--- src/rtl/dram_pkg.sv ---
// Shared types for the DRAM request arbiter.
package dram_pkg;
  typedef enum logic [1:0] {
    IDLE  = 2'd0,
    ISSUE = 2'd1,
    BUSY  = 2'd2,
    DONE  = 2'd3
  } arb_state_t;
endpackage

--- src/rtl/dram_req_arbiter_rr_picker.sv ---
// Combinational requester picker: round-robin from ptr by default,
// fixed lowest-index priority when DRAM_ARB_FIXED_PRIO_EN is defined.
module rr_picker #(
  parameter int NREQ = 4,
  parameter int IDW  = $clog2(NREQ)
) (
  input  logic [NREQ-1:0] req,
  input  logic [IDW-1:0]  ptr,
  output logic [NREQ-1:0] gnt,
  output logic [IDW-1:0]  idx,
  output logic            vld
);
`ifdef DRAM_ARB_FIXED_PRIO_EN
  logic unused_ptr;
  assign unused_ptr = ^ptr;

  always_comb begin
    gnt = '0;
    idx = '0;
    vld = 1'b0;
    for (int k = 0; k < NREQ; k++) begin
      if (!vld && req[k]) begin
        vld    = 1'b1;
        gnt[k] = 1'b1;
        idx    = IDW'(k);
      end
    end
  end
`else
  always_comb begin
    logic [IDW-1:0] j;
    gnt = '0;
    idx = '0;
    vld = 1'b0;
    j   = '0;
    // Walk the ring starting at ptr; first hit wins.
    for (int k = 0; k < NREQ; k++) begin
      j = IDW'((int'(ptr) + k) % NREQ);
      if (!vld && req[j]) begin
        vld    = 1'b1;
        gnt[j] = 1'b1;
        idx    = j;
      end
    end
  end
`endif
endmodule

--- src/rtl/dram_req_arbiter.sv ---
// Arbitrates NREQ requesters onto the single DRAM command FSM port.
// Define DRAM_ARB_FIXED_PRIO_EN for fixed lowest-index priority.
module dram_req_arbiter
  import dram_pkg::*;
#(
  parameter int NREQ   = 4,
  parameter int ADDR_W = 32,
  parameter int DATA_W = 32,
  parameter int IDW    = $clog2(NREQ)
) (
  input  logic                   CLK,
  input  logic                   nRST,
  input  logic [NREQ-1:0]        req_ren,
  input  logic [NREQ-1:0]        req_wen,
  input  logic [NREQ*ADDR_W-1:0] req_addr,
  input  logic [NREQ*DATA_W-1:0] req_wdata,
  output logic [NREQ-1:0]        req_done,
  output logic [DATA_W-1:0]      req_rdata,
  output logic [IDW-1:0]         grant_id,
  output logic                   busy,
  output logic                   dREN,
  output logic                   dWEN,
  output logic [ADDR_W-1:0]      daddr,
  output logic [DATA_W-1:0]      dwdata,
  input  logic [DATA_W-1:0]      drdata,
  input  logic                   ram_wait,
  input  logic                   init_done,
  input  logic                   rf_req
);
  arb_state_t        state_q, state_d;
  logic [IDW-1:0]    gid_q, gid_d;
  logic              wr_q, wr_d;
  logic [ADDR_W-1:0] addr_q, addr_d;
  logic [DATA_W-1:0] wdata_q, wdata_d;
  logic [DATA_W-1:0] rdata_q, rdata_d;
  logic [IDW-1:0]    ptr_q, ptr_d;

  logic [NREQ-1:0]   pick_gnt;
  logic [IDW-1:0]    pick_idx;
  logic              pick_vld;

  rr_picker #(.NREQ(NREQ), .IDW(IDW)) u_pick (
    .req (req_ren | req_wen),
    .ptr (ptr_q),
    .gnt (pick_gnt),
    .idx (pick_idx),
    .vld (pick_vld)
  );

  always_comb begin
    state_d = state_q;
    gid_d   = gid_q;
    wr_d    = wr_q;
    addr_d  = addr_q;
    wdata_d = wdata_q;
    rdata_d = rdata_q;
    ptr_d   = ptr_q;
    case (state_q)
      IDLE: if (pick_vld && init_done && !rf_req) begin
        state_d = ISSUE;
        gid_d   = pick_idx;
        // Write takes precedence when a requester raises both.
        wr_d    = |(pick_gnt & req_wen);
        addr_d  = req_addr[pick_idx*ADDR_W +: ADDR_W];
        wdata_d = req_wdata[pick_idx*DATA_W +: DATA_W];
`ifndef DRAM_ARB_FIXED_PRIO_EN
        ptr_d   = (pick_idx == IDW'(NREQ-1)) ? '0 : pick_idx + 1'b1;
`endif
      end
      ISSUE: if (ram_wait) state_d = BUSY;
      BUSY: if (!ram_wait) begin
        state_d = DONE;
        rdata_d = drdata;
      end
      DONE: state_d = IDLE;
      default: state_d = IDLE;
    endcase
  end

  always_ff @(posedge CLK or negedge nRST) begin
    if (!nRST) begin
      state_q <= IDLE;
      gid_q   <= '0;
      wr_q    <= 1'b0;
      addr_q  <= '0;
      wdata_q <= '0;
      rdata_q <= '0;
      ptr_q   <= '0;
    end else begin
      state_q <= state_d;
      gid_q   <= gid_d;
      wr_q    <= wr_d;
      addr_q  <= addr_d;
      wdata_q <= wdata_d;
      rdata_q <= rdata_d;
      ptr_q   <= ptr_d;
    end
  end

  logic cmd_act;
  assign cmd_act   = (state_q == ISSUE) || (state_q == BUSY);
  assign dREN      = cmd_act && !wr_q;
  assign dWEN      = cmd_act && wr_q;
  assign busy      = (state_q != IDLE);
  assign req_done  = (state_q == DONE) ? (NREQ'(1) << gid_q) : '0;
  assign req_rdata = rdata_q;
  assign grant_id  = gid_q;
  assign daddr     = addr_q;
  assign dwdata    = wdata_q;
endmodule

--- config.mk ---
export PLATFORM = sky130hd
export DESIGN_NAME = dram_req_arbiter
export DESIGN_NICKNAME = d
export VERILOG_FILES = /design/src/rtl/dram_pkg.sv /design/src/rtl/dram_req_arbiter_rr_picker.sv /design/src/rtl/dram_req_arbiter.sv
export SDC_FILE = /design/constraint.sdc
export NUM_CORES = 1
export LEC_CHECK = 0
export BUFFER_PORTS_ARGS = -buffer_cell sky130_fd_sc_hd__buf_4
export CORE_AREA = 2 2 158 160
export DETAILED_ROUTE_END_ITERATION = 8
export DIE_AREA = 0 0 160 162
export SLEW_MARGIN = 20
export SYNTH_ARGS = -nofsm -noshare
export SYNTH_HDL_FRONTEND = slang
export SYNTH_SLANG_ARGS = --single-unit
--- constraint.sdc ---
create_clock -name CLK -period 4.3 [get_ports CLK]
set_input_delay 0.215 -clock CLK [delete_from_list [all_inputs] [get_ports CLK]]
set_output_delay 0.215 -clock CLK [all_outputs]
set_load 0.01 [all_outputs]
==> qor.yml <==
outcome: "finished with violations"
violations: "hold timing"
fin_crit_ns: 3.49
reg2reg_from: "ptr_q[1]"
diodes: 0
pre_cts_ws_ns: 0.804
globalplace.congestion: 0.817
hold_viol_final: 10
ys_dominant_reg_cell: "dfrtp_1"
layout.cells.non_filler: 1378
io_buffers: 405
ios: 406
fin_nets: 1363
dr_wl_met2_mm: 13.4
leakage_nw: 5.08
yosys_warnings: 0
cap_violations: 0
design.core.area_mm2: 0.0241
syn-num-nets: 996
hpwl_mm: 19.5
synth_cell_types: 49
final_cell_mix: "buf_4, a211oi_1, dfrtp_1, nor2_1, mux2i_1"
grt_pass1_wl_mm: 41.3
clk_pin_slew_ns: 0.09
synth_seq_cells: 103
min_path_type: "in -> async"
drt-total-wl_mm: 26.4
critPathMaxStageDelay_ns: 0.60
holdWs_ns: -0.0195
final_layout_size_suffix_gt1_frac: 0.544
tightest_slew_ns: 0.976
yosys.area_share.adder: 0.0219
setup_ws_ns: 0.811
wl_met3_mm: 1.57
endpoint_kind: "register"
die-area_mm2: 0.0259
synth-simple-area-share: 0.0663
period_share: 0.811
tritoncts: "done"
drt-met1-wl_mm: 11.0
routed.top_layer: "met4"
route.detailed.drc: 0
cts-hold-fix-buffers: 0
setup_viol: 0
synth_compound_area_frac: 0.267
placed_cells: 1362
tns_ns: 0
start_util: 0.308
die_w_um: 160
dr.pass1.iters: 4
crit_family: "multiplexers"
drt-initial-drc-count: 343
drt.antenna.violating_nets: 0
synth_area_leaders: "dfrtp_1, a211oi_1, a211oi_2, mux2_2, mux2i_1"
crit_start: "ptr_q[1]"
synth_top_area_frac: 0.347
clkLatencyLatePin_ns: 0.36
h-tree-depth: 3
row_count: 57
ctsResizeCount: 0
die_h_um: 162
design_area_mm2: 0.0110
slew_headroom: 0.350
syn_inst: 682
final_common_cell: "buf_4"
viasPerCell: 5.15
arrival_ns: 3.76
yosysTopAreaCell: "dfrtp_1"
cts-root-buf: "clkbuf_16"
cts_sinks: 103
grt_pass1_vias: 7330
required_ns: 4.57
area_growth_pct: 47.5
avgSynthCellArea_um2: 10.9
antenna_found_initial: 0
r2r_cells: 8
power.density_mw_per_mm2: 667
numCtsBuffers: 9
worst-path-buf-inv: 2
cp_slowest_cell: "mux4_2"
ir_worst_vdd_v: 0.000375
finClkSkew_ns: 0.0155
yosys.area_share.xor_xnor: 0.00118
synth_enable_flop_cells: 0
synthesis.area_mm2: 0.00743
dpl_cell_area_mm2: 0.0107
grt_max_degree: 73
rsz0062_at_grt: "false"
crit_path_start_kind: "register"
ys_seq_area_frac: 0.347
synth_top_family_by_area: "compound AO/OA/AOI/OAI gates"
cts_buffer_depth: 2
vias: 7094
fmax_mhz: 287
track_usage: 0.199
wire_per_inst_um: 19.2
slew_violations: 0
postCtsSetupBuffers: 0
crit_type: "reg -> reg"
crit_chain: "inv_1 -> ha_1 -> mux4_2 -> a22o_1 -> a32oi_4 -> buf_4 -> mux2_2 -> a211oi_2"
ys_async_sr_fraction: 1.00
design_power_total_mw: 7.31
cp.depth: 8
muxShareOfSynthArea: 0.240
gr-total-overflow: 0
cp_max_fo: 22
state kept, by name (all words and copies together), names as in the netlist:
register / count
daddr: 32
dwdata: 32
req_rdata: 32
grant_id: 2
ptr_q: 2
state_q: 2
wr_q: 1
stage by stage:
stage,hold slack (ns),util
floorplan,-0.0806,-
global placement,0.437,0.443
detailed placement,0.439,0.443
CTS,0.0336,0.455
global route,0.0391,0.455
finish,-0.0195,0.455
logic make-up after synthesis:
family          after synthesis
mux                         165
simple gates                112
compound gates              218
flops                       103
xor+xnor                      1
buf+inv                      70
fa+ha+maj                    13
worst paths after layout:
path	end	slack, ns
min in group CLK	req_rdata[19]	0.08
setup reg to reg	dwdata[25]	0.81
setup / recovery	dwdata[25]	0.81
hold / removal	req_rdata[11]	-0.02
max in group asynchronous	dwdata[22]	3.19
hold reg to reg	req_rdata[13]	0.51
layer usage:
layer,vias up,GRT usage
met4,0,0.0467
li1,3385,-
met3,23,0.0485
met5,-,0
met2,247,0.349
met1,3439,0.248
cell type report:
cell class | count | area (um2)
clock inverter | 6 | 62.6
sequential | 103 | 2580
clock buffer | 10 | 229
inverter | 5 | 18.8
timing repair buffer | 421 | 3200
multi-input combinational | 509 | 4470
tap | 324 | 405
fill | 2366 | 13100
cell usage after synthesis (2+ instances only):
library cell	count
mux2_2	63
buf_12	7
nand2_1	10
a211oi_2	64
inv_1	5
nor2b_1	6
dfrtp_1	103
o21ai_0	2
a211o_1	2
a21o_1	2
buf_1	4
a222oi_1	3
nor2_1	71
clkbuf_1	41
mux2i_1	67
or2_1	3
ha_1	13
o211ai_1	2
nor3_1	8
a21boi_0	2
nand3_1	2
buf_6	3
buf_2	9
a22o_1	2
a211oi_1	129
mux2_1	34
and2_1	3
where the power goes:
group	internal [mW]	leakage [nW]	switching, mW	total, mW
Clock	0.412	0.143	0.438	0.850
Combinational	2.29	3.62	2.26	4.55
Sequential	1.44	1.32	0.462	1.90
Total	4.15	5.08	3.16	7.31
Power figures use the tool's default switching activity.
